### config.mk
export PLATFORM = sky130hd
export DESIGN_NAME = uart_rx_flat
export DESIGN_NICKNAME = d
export VERILOG_FILES = /design/src/rtl/uart_rx_if.sv /design/src/rtl/uart_rx.sv /design/src/flat_wrapper.sv
export SDC_FILE = /design/constraint.sdc
export NUM_CORES = 1
export LEC_CHECK = 0
export ABC_AREA = 0
export CAP_MARGIN = 20
export CORE_MARGIN = 2
export CORE_UTILIZATION = 45
export DETAILED_ROUTE_END_ITERATION = 10
export SLEW_MARGIN = 30
export SYNTH_ARGS = -nofsm -noshare
export SYNTH_HDL_FRONTEND = slang
export SYNTH_SLANG_ARGS = --single-unit
export TNS_END_PERCENT = 30
### constraint.sdc
create_clock -name clk -period 2.2 [get_ports clk]
set_input_delay 0.44 -clock clk [delete_from_list [all_inputs] [get_ports clk]]
set_output_delay 0.44 -clock clk [all_outputs]
set_load 0.02 [all_outputs]
### src/rtl/uart_rx_if.sv
// Signal bundle of the UART receiver: serial line in, recovered byte and per-frame strobes out.
interface uart_rx_if;
    logic       rx;
    logic [7:0] dout;
    logic       rx_valid;
    logic       frame_err;
    logic       busy;

    // master drives the line and consumes bytes; slave is the receiver itself
    modport master (output rx, input dout, rx_valid, frame_err, busy);
    modport slave  (input rx, output dout, rx_valid, frame_err, busy);
endinterface

### src/rtl/uart_rx.sv
// 8N1 UART receiver oversampled from clk; one-clk byte strobe or framing-error strobe per frame.
// Build macro UART_RX_MAJORITY_EN selects a 2-of-3 vote around each bit centre.
module uart_rx #(
    parameter int clk_freq = 32'd1000000,
    parameter int baud     = 32'd9600,
    parameter int OVS      = 32'd16
) (
    input  logic      clk,
    input  logic      rst_n,
    uart_rx_if.slave  bus
);
    localparam int DIV = clk_freq / (baud * OVS);
    localparam int PW  = (DIV > 32'sd1) ? $clog2(DIV) : 32'sd1;
    localparam int TW  = $clog2(OVS);

    if (DIV < 32'sd1) begin : g_div_check
        $error("uart_rx: clk_freq/(baud*OVS) must be at least 1");
    end
    if ((OVS < 32'sd4) || ((OVS % 32'sd2) != 32'sd0)) begin : g_ovs_check
        $error("uart_rx: OVS must be even and at least 4");
    end

    localparam logic [2:0] ST_IDLE  = 3'd0;
    localparam logic [2:0] ST_START = 3'd1;
    localparam logic [2:0] ST_DATA  = 3'd2;
    localparam logic [2:0] ST_STOP  = 3'd3;
    localparam logic [2:0] ST_WAIT  = 3'd4;

`ifdef UART_RX_MAJORITY_EN
    // the vote needs the sample one tick past centre, so the start decision moves one tick later
    localparam logic [TW-1:0] START_DEC = TW'(OVS / 32'sd2);
`else
    localparam logic [TW-1:0] START_DEC = TW'(OVS / 32'sd2 - 32'sd1);
`endif
    localparam logic [TW-1:0] BIT_DEC = TW'(OVS - 32'sd1);
    localparam logic [PW-1:0] PRE_TOP = PW'(DIV - 32'sd1);

    logic          sync1_r, sync2_r, rx_s;
    logic [2:0]    state_r, state_n;
    logic [PW-1:0] presc_r, presc_n;
    logic [TW-1:0] tick_cnt_r, tick_n;
    logic [2:0]    bit_idx_r, bit_n;
    logic [7:0]    shift_r, shift_n;
    logic [7:0]    dout_r, dout_n;
    logic          rx_valid_r, valid_n;
    logic          frame_err_r, ferr_n;
    logic          busy_r;
    logic          in_frame_s, tick_s, bit_val_s;

    // two-flop synchronizer for the asynchronous serial line
    always_ff @(posedge clk or negedge rst_n) begin
        if (!rst_n) begin
            sync1_r <= 1'b1;
            sync2_r <= 1'b1;
        end else begin
            sync1_r <= bus.rx;
            sync2_r <= sync1_r;
        end
    end

    assign rx_s       = sync2_r;
    assign in_frame_s = (state_r == ST_START) || (state_r == ST_DATA) || (state_r == ST_STOP);
    assign tick_s     = in_frame_s && (presc_r == PRE_TOP);

`ifdef UART_RX_MAJORITY_EN
    logic [1:0] samp_r;

    function automatic logic maj3(input logic a, input logic b, input logic c);
        return (a & b) | (a & c) | (b & c);
    endfunction

    // history of the two previous tick samples; the current rx_s is the third vote
    always_ff @(posedge clk or negedge rst_n) begin
        if (!rst_n) begin
            samp_r <= 2'b11;
        end else if (tick_s) begin
            samp_r <= {samp_r[0], rx_s};
        end else begin
            samp_r <= samp_r;
        end
    end

    assign bit_val_s = maj3(samp_r[1], samp_r[0], rx_s);
`else
    assign bit_val_s = rx_s;
`endif

    // frame sequencing: next-state, counters, shift register and strobes
    always_comb begin
        state_n = state_r;
        presc_n = presc_r;
        tick_n  = tick_cnt_r;
        bit_n   = bit_idx_r;
        shift_n = shift_r;
        dout_n  = dout_r;
        valid_n = 1'b0;
        ferr_n  = 1'b0;
        if (in_frame_s) begin
            presc_n = tick_s ? '0 : presc_r + PW'(1);
        end else begin
            presc_n = '0;
        end
        case (state_r)
            ST_IDLE: begin
                if (!rx_s) begin
                    state_n = ST_START;
                    tick_n  = '0;
                    bit_n   = 3'd0;
                end else begin
                    state_n = ST_IDLE;
                end
            end
            ST_START: begin
                if (tick_s && (tick_cnt_r == START_DEC)) begin
                    tick_n  = '0;
                    bit_n   = 3'd0;
                    state_n = bit_val_s ? ST_IDLE : ST_DATA;
                end else if (tick_s) begin
                    tick_n = tick_cnt_r + TW'(1);
                end else begin
                    tick_n = tick_cnt_r;
                end
            end
            ST_DATA: begin
                if (tick_s && (tick_cnt_r == BIT_DEC)) begin
                    tick_n  = '0;
                    shift_n = {bit_val_s, shift_r[7:1]};
                    if (bit_idx_r == 3'd7) begin
                        state_n = ST_STOP;
                        bit_n   = 3'd0;
                    end else begin
                        bit_n = bit_idx_r + 3'd1;
                    end
                end else if (tick_s) begin
                    tick_n = tick_cnt_r + TW'(1);
                end else begin
                    tick_n = tick_cnt_r;
                end
            end
            ST_STOP: begin
                if (tick_s && (tick_cnt_r == BIT_DEC)) begin
                    tick_n = '0;
                    if (bit_val_s) begin
                        dout_n  = shift_r;
                        valid_n = 1'b1;
                        state_n = ST_IDLE;
                    end else begin
                        ferr_n  = 1'b1;
                        state_n = ST_WAIT;
                    end
                end else if (tick_s) begin
                    tick_n = tick_cnt_r + TW'(1);
                end else begin
                    tick_n = tick_cnt_r;
                end
            end
            ST_WAIT: begin
                // a break or stuck-low line must rise before a new start can be armed
                if (rx_s) begin
                    state_n = ST_IDLE;
                end else begin
                    state_n = ST_WAIT;
                end
            end
            default: begin
                state_n = ST_IDLE;
                tick_n  = '0;
                bit_n   = 3'd0;
            end
        endcase
    end

    // state, counters and registered outputs
    always_ff @(posedge clk or negedge rst_n) begin
        if (!rst_n) begin
            state_r     <= ST_IDLE;
            presc_r     <= '0;
            tick_cnt_r  <= '0;
            bit_idx_r   <= 3'd0;
            shift_r     <= 8'h00;
            dout_r      <= 8'h00;
            rx_valid_r  <= 1'b0;
            frame_err_r <= 1'b0;
            busy_r      <= 1'b0;
        end else begin
            state_r     <= state_n;
            presc_r     <= presc_n;
            tick_cnt_r  <= tick_n;
            bit_idx_r   <= bit_n;
            shift_r     <= shift_n;
            dout_r      <= dout_n;
            rx_valid_r  <= valid_n;
            frame_err_r <= ferr_n;
            busy_r      <= (state_n != ST_IDLE);
        end
    end

    assign bus.dout      = dout_r;
    assign bus.rx_valid  = rx_valid_r;
    assign bus.frame_err = frame_err_r;
    assign bus.busy      = busy_r;
endmodule
### src/flat_wrapper.sv
// flat-port wrapper written by rule: the top's interface ports become plain ports
module uart_rx_flat 
#(
    parameter int clk_freq = 32'd1000000,
    parameter int baud     = 32'd9600,
    parameter int OVS      = 32'd16
)
  (clk, rst_n, bus_rx, bus_dout, bus_rx_valid, bus_frame_err, bus_busy);
  uart_rx_if bus_i ();
  input  logic clk;
  input  logic rst_n;
  input wire logic [$bits(bus_i.rx)-1:0] bus_rx;
  output wire logic [$bits(bus_i.dout)-1:0] bus_dout;
  output wire logic [$bits(bus_i.rx_valid)-1:0] bus_rx_valid;
  output wire logic [$bits(bus_i.frame_err)-1:0] bus_frame_err;
  output wire logic [$bits(bus_i.busy)-1:0] bus_busy;
  assign bus_i.rx = bus_rx;
  assign bus_dout = bus_i.dout;
  assign bus_rx_valid = bus_i.rx_valid;
  assign bus_frame_err = bus_i.frame_err;
  assign bus_busy = bus_i.busy;
  uart_rx #(.clk_freq(clk_freq), .baud(baud), .OVS(OVS)) u_core (.clk(clk), .rst_n(rst_n), .bus(bus_i));
endmodule
==> out/qor.yml <==
sta:
  hold_slack_ns: 0.361
  slew_headroom: 0.616
  min_period_ns: 2.01
  worst_pin_slew_ns: 0.575
  fin_crit_sh: 0.913
  setup_tns_ns: 0
  fin_worst_skew_ns: 0.00996
  fmax_mhz: 498
  setup_viol: 0
  drv_slew: 0
  final-hold-violation-count: 0
  rsz0062_at_grt: "false"
die:
  chipHeight_um: 62.1
  pin_count: 14
  design.core.area_um2: 3280
  die_w_um: 62.1
  start_util: 0.462
  die_area_um2: 3850
  rows: 21
power_and_ir_drop:
  p_int_uw: 913
  p_sw_uw: 234
  power_frac_seq: 0.553
  switching_share: 0.204
  pwr_density_cell_nw_per_um2: 647
  total_power_uw: 1150
  vdd.ir_drop.worst_uv: 384
  power.leakage_uw: 0.000829
  comb_power_share: 0.030
  pwr-share-clk: 0.417
drt:
  postRouteAntennaNets: 0
  vias: 969
  drt-total-wl_mm: 2.56
  drt_iter0_drc: 44
  wire_per_inst_um: 13.8
  m1WireLength_mm: 1.26
  routed.top_layer: "met4"
  via_per_inst: 5.24
  wl_met2_mm: 1.16
  drc: 0
  wl_met3_um: 73
  drtPass1Iterations: 4
setup_path:
  r2r_start: "u_core.presc_r[1]"
  critical_path_class: "reg -> reg"
  cp_data_required_time_ns: 2.42
  worstPathArrival_ns: 2.23
  cp-endpoint: "u_core.shift_r[5]"
  crit_start: "u_core.presc_r[1]"
  cp-start-kind: "flop"
  r2r_end: "u_core.shift_r[5]"
  crit_fanout: 10
  crit_path_end_kind: "flop"
  r2r_slack_ns: 0.19
  r2r_cells: 5
global_routing:
  grt_pass1_wl_mm: 4.27
  overflow: 0
  grt_pass1_vias: 924
  antenna_found_initial: 0
  track_usage: 0.156
  grt_max_degree: 35
yosys:
  yosys_warnings: 0
  syn_inst: 121
  syn-num-nets: 129
  synth_seq_cells: 34
  seq_area_frac_synth: 0.563
  synth_area_um2: 1520
  synth_cell_type_count: 39
  postSynthAreaPerCell_um2: 12.5
cts:
  clk_pin_slew_ns: 0.10
  post-cts-setup-buffers: 0
  tritoncts: "built"
  cts_resized: 0
  cts_made_buffers: 5
  clk-insertion-delay-late_ns: 0.33
  hold_buffers: 0
  cts_max_path_buffers: 2
  cts_sinks: 34
  cts_root_buf: "clkbuf_4"
  htreeDepth: 2
final_layout:
  layout_common_cells: "dfrtp_1, mux2_2, clkdlybuf4s50_1, nor2_1"
  diodes: 0
  fillers: 290
  final_common_cell: "dfrtp_1"
  drive_gt1_frac: 0.230
  area_growth_pct: 16.9
  layout.cells.non_filler: 185
  nets: 146
  postLayoutCellArea_um2: 1770
placement:
  gp_congestion: 0.757
  post_dp_cell_area_um2: 1690
  hpwl_mm: 1.78
  dp.cells: 177
  port_buffers: 13
status:
  status: "completed"
job:
  maxCapViolCount: 0
hold_path:
  min_path_type: "reg -> reg"
==> Yosys cell counts (all sizes together) <==
cell	n	area [um2]
and4	1	8.76
and4b	1	10.0
nand4	1	6.26
a31o	1	8.76
a22o	2	17.5
or4	2	15.0
dfrtp	32	801
inv	4	15.0
a311o	1	10.0
nand4b	1	8.76
nand2b	1	6.26
ha	5	62.6
nand3	3	15.0
mux2	15	169
a21oi	4	20.0
dfstp	2	52.6
nor3	3	15.0
a31oi	2	12.5
nand2	4	15.0
o21bai	2	15.0
and2	1	6.26
or3	3	23.8
a21o	1	7.51
o32ai	1	8.76
mux2i	2	20.0
o21ai	3	15.0
nor2b	1	6.26
xor2	1	8.76
nor4	2	27.5
a211o	1	10.0
clkbuf	3	11.3
nor2	9	33.8
xnor2	2	17.5
a311oi	1	8.76
buf	3	27.5
==> power groups by stage <==
stage	Sequential, uW	Clock, uW	Combinational [uW]
finish	635	479	34.0
global route	636	521	39.2
CTS	635	493	35.3
detailed placement	647	0	35.3
global placement	647	0	34.6
floorplan	646	0	15.6
==> metrics by stage <==
| step | setup WS, ns | utilization |
|---|---|---|
| after global routing | 0.107 | 0.540 |
| after detailed placement | 0.208 | 0.514 |
| after floorplan | 0.398 | - |
| after global placement | 0.242 | 0.514 |
| after CTS | 0.189 | 0.540 |
| final | 0.191 | 0.540 |
==> worst max-delay path: stages (launching register included) <==
cell,delay (ns)
dfrtp_1,0.39
inv_1,0.06
ha_1,0.19
nand2_1,0.20
or4_1,0.73
mux2_2,0.34
==> flip-flops by register name, indices dropped and copies added, names as in the netlist <==
register,flops
u_core.bus.dout,8
u_core.shift_r,8
u_core.tick_cnt_r,4
u_core.bit_idx_r,3
u_core.presc_r,3
u_core.state_r,3
u_core.bit_val_s,1
u_core.bus.busy,1
u_core.bus.frame_err,1
u_core.bus.rx_valid,1
u_core.sync1_r,1
==> worst min-delay path by stage <==
| stage | slack [ns] | to | cells past startpoint | start |
|---|---|---|---|---|
| after global routing | 0.37 | u_core.bit_val_s | 0 | u_core.sync1_r |
| after floorplan | 0.14 | u_core.bit_idx_r[0] | 0 | rst_n |
| after CTS | 0.36 | u_core.bit_val_s | 0 | u_core.sync1_r |
| after detailed placement | 0.35 | u_core.bit_val_s | 0 | u_core.sync1_r |
| after global placement | 0.35 | u_core.bit_val_s | 0 | u_core.sync1_r |
| final | 0.36 | u_core.bit_val_s | 0 | u_core.sync1_r |
==> logic make-up after synthesis <==
group           Yosys count  synth area share
buf+inv                  10            0.0355
mux                      17             0.125
fa+ha+maj                 5            0.0413
compound gates           19            0.0883
simple gates             33             0.130
flops                    34             0.563
xor+xnor                  3            0.0173
==> cell type report <==
cell class / count / area (um2) / share of cell area
clock inverter: 1 / 30.0 / 0.0169
multi-input combinational: 77 / 609 / 0.344
inverter: 4 / 15.0 / 0.00847
tap: 46 / 57.6 / 0.0325
timing repair buffer: 16 / 153 / 0.0861
clock buffer: 7 / 55.1 / 0.0311
sequential: 34 / 853 / 0.481
==> metal layers <==
metal,global-route usage,vias up
met2,0.229,16
li1,-,474
met4,0.0851,0
met5,0,-
met3,0.0373,7
met1,0.213,472
(Power assumes the default switching activity.)
